**config.mk**
```make
export PLATFORM = sky130hd
export DESIGN_NAME = snn_input_current_accum
export DESIGN_NICKNAME = d
export VERILOG_FILES = /design/src/rtl/snn_pkg.sv /design/src/rtl/snn_lane_adder.sv /design/src/rtl/snn_input_current_accum.sv
export SDC_FILE = /design/constraint.sdc
export NUM_CORES = 1
export LEC_CHECK = 0
export ABC_AREA = 1
export CAP_MARGIN = 30
export CORE_MARGIN = 4
export CORE_UTILIZATION = 47
export CTS_CLUSTER_DIAMETER = 120
export CTS_CLUSTER_SIZE = 20
export DETAILED_ROUTE_END_ITERATION = 6
export PLACE_DENSITY = 0.76
export REMOVE_ABC_BUFFERS = 1
export SETUP_SLACK_MARGIN = 0.4
export SYNTH_ARGS = -nofsm -noshare
export SYNTH_HDL_FRONTEND = slang
export SYNTH_SLANG_ARGS = --single-unit
```
**constraint.sdc**
```tcl
create_clock -name clk -period 3.8 [get_ports clk]
set_input_delay 0.76 -clock clk [delete_from_list [all_inputs] [get_ports clk]]
set_output_delay 0.76 -clock clk [all_outputs]
set_load 0.01 [all_outputs]
```
**src/rtl/snn_pkg.sv**
```systemverilog
// Shared SNN datapath package: FSM encoding, clog2 and a saturating clamp
// that the current accumulator and the neuron update both use.
package snn_pkg;

  typedef enum logic [1:0] {
    IDLE  = 2'd0,
    ACCUM = 2'd1,
    SAT   = 2'd2
  } state_e;

  // Widest intermediate the clamp handles; callers sign-extend into it.
  localparam int SAT_MAX_W = 64;

  function automatic int clog2(input int n);
    int r;
    r = 0;
    while ((1 << r) < n) r++;
    return r;
  endfunction

  // Clamp a signed value to the range of a signed ow-bit number; the caller
  // truncates the result to ow bits.
  function automatic logic signed [SAT_MAX_W-1:0] sat_clamp(
    input logic signed [SAT_MAX_W-1:0] val,
    input int                          ow
  );
    logic signed [SAT_MAX_W-1:0] max_v;
    logic signed [SAT_MAX_W-1:0] min_v;
    max_v = (64'sd1 <<< (ow - 1)) - 64'sd1;
    min_v = -(64'sd1 <<< (ow - 1));
    if (val > max_v) return max_v;
    if (val < min_v) return min_v;
    return val;
  endfunction

endpackage

```
**src/rtl/snn_lane_adder.sv**
```systemverilog
// Combinational sum of LANES sign-extended weights, each gated by its spike bit.
module snn_lane_adder #(
  parameter int LANES = 2,
  parameter int W     = 8,
  parameter int ACCW  = 12
) (
  input  logic [LANES-1:0]         lane_spikes_i,
  input  logic [LANES*W-1:0]       lane_weights_i,
  output logic signed [ACCW-1:0]   lane_sum_o
);

  logic signed [W-1:0] w_i;

  // NOTE: combinational accumulation uses blocking '=' so each loop step sees
  // the previous partial sum; every output gets a default first so no latch forms.
  always_comb begin
    lane_sum_o = '0;
    w_i        = '0;
    for (int i = 0; i < LANES; i++) begin
      w_i = lane_weights_i[i*W +: W];
      if (lane_spikes_i[i]) lane_sum_o = lane_sum_o + ACCW'(w_i);
    end
  end

endmodule

```
**src/rtl/snn_input_current_accum.sv**
```systemverilog
// Time-multiplexed synaptic current accumulator: LANES weights per beat, result
// saturated to OW bits. Define SNN_CURRENT_BIAS_EN to add a latched signed bias input.
module snn_input_current_accum
  import snn_pkg::*;
#(
  parameter int M     = 8,
  parameter int W     = 8,
  parameter int OW    = 8,
  parameter int LANES = 2
) (
  input  logic              clk,
  input  logic              reset,
  input  logic              start,
  input  logic [M-1:0]      input_spikes,
  input  logic [M*W-1:0]    weights,
`ifdef SNN_CURRENT_BIAS_EN
  input  logic [W-1:0]      bias,
`endif
  output logic              busy,
  output logic              current_valid,
  output logic [OW-1:0]     input_current
);

  localparam int BEATS = M / LANES;
`ifdef SNN_CURRENT_BIAS_EN
  localparam int ACCW  = W + clog2(M) + 2;
`else
  localparam int ACCW  = W + clog2(M) + 1;
`endif
  localparam int BW    = (BEATS > 1) ? clog2(BEATS) : 1;

  state_e                  state_q;
  logic [M-1:0]            spikes_q;
  logic [M*W-1:0]          weights_q;
  logic signed [ACCW-1:0]  acc_q;
  logic [BW-1:0]           beat_q;
  logic [OW-1:0]           current_q;
  logic                    valid_q;
`ifdef SNN_CURRENT_BIAS_EN
  logic [W-1:0]            bias_q;
`endif

  logic [31:0]             lane_base;
  logic [31:0]             bit_base;
  logic [LANES-1:0]        lane_spikes;
  logic [LANES*W-1:0]      lane_weights;
  logic signed [ACCW-1:0]  lane_sum;
  logic signed [ACCW-1:0]  acc_d;
  logic signed [ACCW-1:0]  acc_init_d;
  logic [OW-1:0]           current_d;

  // Shifting the latched vectors down selects the current beat's lanes
  // without a variable-width part-select.
  always_comb begin
    lane_base    = 32'(beat_q) * 32'(LANES);
    bit_base     = 32'(beat_q) * 32'(LANES * W);
    lane_spikes  = LANES'(spikes_q >> lane_base);
    lane_weights = (LANES*W)'(weights_q >> bit_base);
    acc_d        = acc_q + lane_sum;
    current_d    = OW'(sat_clamp(64'(acc_q), OW));
`ifdef SNN_CURRENT_BIAS_EN
    acc_init_d   = ACCW'($signed(bias));
`else
    acc_init_d   = '0;
`endif
  end

  snn_lane_adder #(
    .LANES (LANES),
    .W     (W),
    .ACCW  (ACCW)
  ) u_lane_adder (
    .lane_spikes_i  (lane_spikes),
    .lane_weights_i (lane_weights),
    .lane_sum_o     (lane_sum)
  );

  // NOTE: sequential state uses non-blocking '<=' so every register samples
  // pre-edge values. The latched operand registers are reset too, so an
  // aborted job leaves nothing behind.
  always_ff @(posedge clk or posedge reset) begin
    if (reset) begin
      state_q   <= IDLE;
      spikes_q  <= '0;
      weights_q <= '0;
      acc_q     <= '0;
      beat_q    <= '0;
      current_q <= '0;
      valid_q   <= 1'b0;
`ifdef SNN_CURRENT_BIAS_EN
      bias_q    <= '0;
`endif
    end else begin
      valid_q <= 1'b0;
      case (state_q)
        IDLE: begin
          if (start) begin
            spikes_q  <= input_spikes;
            weights_q <= weights;
            acc_q     <= acc_init_d;
            beat_q    <= '0;
            state_q   <= ACCUM;
`ifdef SNN_CURRENT_BIAS_EN
            bias_q    <= bias;
`endif
          end
        end
        ACCUM: begin
          acc_q <= acc_d;
          if (beat_q == BW'(BEATS - 1)) begin
            state_q <= SAT;
          end else begin
            beat_q <= beat_q + 1'b1;
          end
        end
        SAT: begin
          current_q <= current_d;
          valid_q   <= 1'b1;
          state_q   <= IDLE;
        end
        default: state_q <= IDLE;
      endcase
    end
  end

  assign busy          = (state_q != IDLE);
  assign current_valid = valid_q;
  assign input_current = current_q;

endmodule

```
==> results.md, run 1 <==
* Status: complete, no violations
* Register area share after synthesis at 0.459
* Clock Path Buffers at 2
* IO Count at 85
* CP Launch Type: flop
* Total CTS buffers at 9
* Relative slew slack at 0.568
* Met1 Usage GRT at 0.300
* Dpl hpwl at 9630 um
* Post-placement cell count at 922
* Distinct cells, synth at 31
* Vias after detailed routing at 5029
* Mean post-synth cell area at 7.45 sq um
* Diode count at 0
* Total GRT Usage at 0.219
* Area growth, synth to finish at 38.9%
* Kind of critical path: reg2reg
* Commonest non-fill, non-tap cell in the layout: nand2_1
* Critical path's largest stage delay at 470 ps
* Gpl congestion at 0.893
* CP required at 4030 ps
* Asr flop ratio synth at 1.00
* Clk_lat worst skew at 340 ps
* First-pass GRT wire length at 23100 um
* Vias in the first global route at 4918
* Period utilization at 0.950
* Worst Max-Slew Pin Slew at 641 ps
* Synth Register Bits at 97
* Clock tree from TritonCTS: yes
* Max Cap Viol at 0
* Worst-path cell chain: buf_12 -> buf_4 -> a21oi_1 -> o21ai_0 -> o21ai_1 -> nand2_2 -> inv_2 -> ha_4 -> a21oi_2 -> nand2_2 -> a31oi_2 -> xor2_1 -> a21oi_2 -> ha_1 -> buf_4 -> buf_4 -> nand2_4 -> nor2_4 -> nand2_1 -> nor2_2 -> nand3b_1 -> nand3_1 -> nand3_1 -> nand2_1
* Core Area at 10900 sq um
* Mapped Cells at 709
* H-tree depth at 3
* Antenna viol nets, final at 0
* Setup violations, final at 0
* CTS clk-pin slew, worst paths at 60 ps
* F_max at 277 MHz
* Max Slew Vio Count at 0
* Worst Slack Setup Final at 190 ps
* Most frequent cells in the layout: 256 x nand2_1, 96 x dfrtp_1, 84 x clkdlybuf4s50_1, 58 x o21ai_0, 55 x nor2_1
* CP max FO at 10
* DR WL/cell at 14.7 um
* Fin. Hold Viols at 0
* Layout cell share with drive strength beyond 1 at 0.190
* Initial antenna violation count at 0
* DRC viols at 0
* Die ar. at 13000 sq um
* Die width at 114 um
* Mapped Area at 5280 sq um
* Arrival @ worst endpoint at 3840 ps
* Met2 usage at 0.348
* Nets at 923
* First-pass DRT Iterations at 5
* Final Skew at 5.50 ps
* Initial Util at 0.483
* Gr ovfl total at 0
* Post-placement setup slack at -67.4 ps
* Largest net degree at the start of global routing at 59
* Setup_tns at 0 ps
* Via density per instance at 5.18
* Worst hold path type: reg2reg
* Port bufs at 84
* Row Count at 38
* Tmin final at 3610 ps
* Critical-path top delay cell: dfrtp_2
* Crit path buffers/inverters at 5
* Most used cell, CP: buf_4
* Hold slack at 476 ps
* CP top delay family: simple AND/OR/NAND/NOR gates
* Synth warn at 0
* Routed wire length at 14300 um
* Final Non-Filler Cells at 970
* Crit. End Element: flop
* Ys flop type: dfrtp_1
* CTS sink cnt at 97
* Gr busiest metal: met2
* Met3 Resource Use GR at 0.0334
* Die H at 114 um
* DRT iter0 DRCs at 364
* Number of synthesized flops with an enable pin at 0
* Root buf cell: clkbuf_16
* RSZ-0062 raised after global routing: true
-- kinds of logic (layout without fill, tap and decap cells) --
logic type	Yosys count	count (layout)	share of synthesized area
flip-flops	97	97	0.459
XOR/XNOR	4	4	0.00663
buffers and inverters	92	213	0.0741
AND/OR/NAND/NOR	362	362	0.274
AO/OA/AOI/OAI	132	132	0.131
adder cells (fa/ha/maj)	22	22	0.0550
-- per-stage QoR --
stage                util  area (sq um)
floorplan               -          5130
CTS                 0.641          7010
finish              0.671          7340
global route        0.671          7340
global placement    0.575          6290
detailed placement  0.575          6290
-- synth_stat cells (4+ instances only) --
library cell  count  share of area
nand3_1          14          0.013
buf_6             4         0.0085
o21ai_0          91          0.086
nand2_1         268           0.19
o22ai_1           9          0.011
ha_1             20          0.047
dfrtp_1          97           0.46
nor3_1            5         0.0047
a21oi_1          24          0.023
buf_2            10         0.0095
clkbuf_1         12         0.0085
nor2_1           61          0.043
inv_1            63          0.045
xor2_1            4         0.0066
-- sequential cells by signal, summed over array words and instances (netlist names) --
signal / cells
current_valid: 1
weights_q: 64
spikes_q: 8
beat_q: 2
state_q: 2
acc_q: 12
input_current: 8
-- routing by layer --
layer | wire length (um) | vias to the layer above
met3 | 596 | 36
li1 | - | 2486
met5 | 0 | -
met4 | 439 | 0
met1 | 6290 | 2366
met2 | 6950 | 141
-- area by class of cell --
class / count / area (sq um)
clock buffers: 11 / 253
clock inverters: 4 / 51.3
fillers: 878 / 3600
inverters: 65 / 258
multi-input cells: 520 / 2900
flip-flops and latches: 97 / 2430
well taps: 140 / 175
repair buffers: 132 / 1260
repair inverters: 1 / 7.51
-- worst paths after layout --
kind | from | endpoint | slack (ps) | cells past startpoint
max reg2reg | beat_q[0] | acc_q[11] | 190 | 24
max | beat_q[0] | acc_q[11] | 190 | 24
min | weights_q[30] | weights_q[30] | 480 | 2
min reg2reg | weights_q[30] | weights_q[30] | 480 | 2
max in group asynchronous | reset | weights_q[4] | 2290 | 3
min in group asynchronous | reset | weights_q[23] | 820 | 2
-- worst reg2reg max path, cell delays in order (launching register included) --
cell and delay [ps]:
dfrtp_2 470, buf_12 170, buf_4 160, a21oi_1 130
o21ai_0 90, o21ai_1 120, nand2_2 100, inv_2 80
ha_4 210, a21oi_2 130, nand2_2 100, a31oi_2 200
xor2_1 220, a21oi_2 90, ha_1 310, buf_4 140
buf_4 120, nand2_4 70, nor2_4 110, nand2_1 70
nor2_2 90, nand3b_1 120, nand3_1 70, nand3_1 80
nand2_1 50
-- repair_timing --
| action | in CTS | in global routing |
|---|---|---|
| setup endpoints to repair | 8 | 8 |
| gates cloned | 1 | 0 |
| pin swaps | 32 | 33 |
| hold buffers | 0 | 0 |
| resized for setup | 78 | 70 |
| buffers inserted | 20 | 12 |
Power of run 1 is not shown: default switching activity piles up to over one toggle a cycle in this logic, so the estimate is an artifact.
==> inputs of run 2 (changes only) <==
--- a/config.mk
+++ b/config.mk
@@ -12,7 +12,7 @@
 export CTS_CLUSTER_DIAMETER = 120
 export CTS_CLUSTER_SIZE = 20
 export DETAILED_ROUTE_END_ITERATION = 6
-export PLACE_DENSITY = 0.76
+export PLACE_DENSITY = 0.74
 export REMOVE_ABC_BUFFERS = 1
 export SETUP_SLACK_MARGIN = 0.4
 export SYNTH_ARGS = -nofsm -noshare
==> constraint.sdc (replaced) <==
create_clock -name clk -period 4.35 [get_ports clk]
set_input_delay 0.87 -clock clk [delete_from_list [all_inputs] [get_ports clk]]
set_output_delay 0.87 -clock clk [all_outputs]
set_load 0.01 [all_outputs]
==> run 2 against run 1 <==
Die area stayed put. Clock skew is 4.8 ps higher. Final area is 8.2% lower. First-iteration DRC count is 49% lower. Utilization is 5.5 points lower. Flip-flop and latch count stayed put. Highest routed layer unchanged. Fmax is 2.8% lower. Global-route usage is 1.0 points lower. Critical path depth is 1 lower. Via count is 5.1% lower. Non-clock buffer count is 29 lower. Critical endpoint is now acc_q[10]. Cell count is 3.1% lower.
==> results.md, run 2 (synthesis results as in run 1) <==
* Status: complete, no violations
* Area of the multi-input gates at 2560 sq um
* Antenna viol nets, final at 0
* Vias after detailed routing at 4774
* CTS clk-pin slew, worst paths at 70 ps
* First-pass DRT Iterations at 4
* Final Skew at 10.3 ps
* Total GRT Usage at 0.209
* Crit. End Element: flop
* CP max FO at 12
* Nets at 893
* Worst hold path type: reg2reg
* Commonest non-fill, non-tap cell in the layout: nand2_1
* Max Cap Viol at 0
* Largest net degree at the start of global routing at 98
* Die ar. at 13000 sq um
* FILL cells at 969
* Initial Util at 0.483
* Setup violations, final at 0
* RSZ-0062 raised after global routing: true
* CTS sink cnt at 97
* Most frequent cells in the layout: 265 x nand2_1, 96 x dfrtp_1, 86 x o21ai_0, 84 x clkdlybuf4s50_1
* Max reg flops at 64
* Clk_lat worst skew at 350 ps
* Register area at 2430 sq um
* Area growth, synth to finish at 27.4%
* Routed wire length at 13000 um
* Total CTS buffers at 9
* Die H at 114 um
* Relative slew slack at 0.568
* DR WL/cell at 13.8 um
* CP required at 4570 ps
* Via density per instance at 5.08
* Layout cell share with drive strength beyond 1 at 0.0875
* Largest register by flop count: weights_q
* Core Area at 10900 sq um
* Diode count at 0
* Kind of critical path: reg2reg
* Gr ovfl total at 0
* Port bufs at 84
* Gpl congestion at 0.912
* DRT iter0 DRCs at 184
* Die width at 114 um
* CTS Hold Bufs at 0
* Tmin final at 3720 ps
* DRC viols at 0
* Max Slew Vio Count at 0
* F_max at 269 MHz
* IO Count at 85
* Fin. Hold Viols at 0
* Initial antenna violation count at 0
* Clock tree from TritonCTS: yes
* Clock Path Buffers at 2
* CP Launch Type: flop
* Dpl hpwl at 9320 um
* Root buf cell: clkbuf_16
* First-pass GRT wire length at 22000 um
* Vias in the first global route at 4758
* H-tree depth at 3
* Arrival @ worst endpoint at 3930 ps
* Setup_tns at 0 ps
* Row Count at 38
* Period utilization at 0.854
* Worst Max-Slew Pin Slew at 641 ps
* Top Registers: weights_q: 64 flops, acc_q: 12 flops
## run 2: changes by cell type in the layout (fill, tap and decap cells not counted), sizes merged
cell | before | now
buf | 48 | 17
bufinv | 1 | 0
inv | 65 | 64
clkbuf | 11 | 13
clkinv | 1 | 4
clkinvlp | 3 | 1
## run 2: repair_timing
action	4_1_cts	5_1_grt
buffers inserted	0	10
cloned	0	2
hold endpoints to repair	0	0
pin swaps	0	12
setup endpoints to repair	1	7
gates resized for setup	1	30
## run 2: critical path, cell delays in order (launching register included)
cell     delay [ps]
dfrtp_2         440
buf_12          150
or2_1           230
nand3_2          80
nand2_4          80
nand2_2          70
inv_1            60
ha_4            170
fa_2            350
a21o_1          170
a21oi_2         160
nor2_1           60
nor2_1          140
nand2_1          70
nand2_1          60
o22ai_1          70
ha_1            380
nand2_1         120
nor3_1          210
nand3_1         110
nand3_1         110
a21oi_1          60
o21ai_0          90
o21ai_0         120
## run 2: cell type report
cell class              instances  area share
clock buffers                  11      0.0361
clock inverters                 4     0.00446
inverters                      65      0.0364
multi-input cells             520       0.380
flip-flops and latches         97       0.361
well taps                     140      0.0260
repair buffers                103       0.156
## run 2: worst paths after layout
| check | slack, ps | end | startpoint | depth (start not counted) |
|---|---|---|---|---|
| worst min-delay path | 480 | weights_q[5] | weights_q[5] | 2 |
| worst max-delay path | 630 | acc_q[10] | beat_q[0] | 23 |
| worst min register to register | 480 | weights_q[5] | weights_q[5] | 2 |
| max in group asynchronous | 2960 | beat_q[0] | reset | 3 |
| worst max register to register | 630 | acc_q[10] | beat_q[0] | 23 |
| min in group asynchronous | 940 | state_q[0] | reset | 3 |
## run 2: per-layer routing
layer / track usage / part of all wire / up-vias
met5: 0 / 0 / -
li1: - / - / 2427
met4: 0.0839 / 0.028 / 0
met2: 0.334 / 0.48 / 114
met1: 0.277 / 0.45 / 2205
met3: 0.0446 / 0.042 / 28
## run 2: through the flow
step	hold WS [ps]	utilization	instances	setup WS, ps	instance area [sq um]
after floorplan	441	-	682	173	5130
after global placement	458	0.570	913	571	6230
after detailed placement	460	0.570	913	385	6230
after CTS	479	0.595	928	419	6510
after global routing	494	0.616	940	355	6730
final	479	0.616	940	635	6730
Power of run 2 is left out for the same reason.
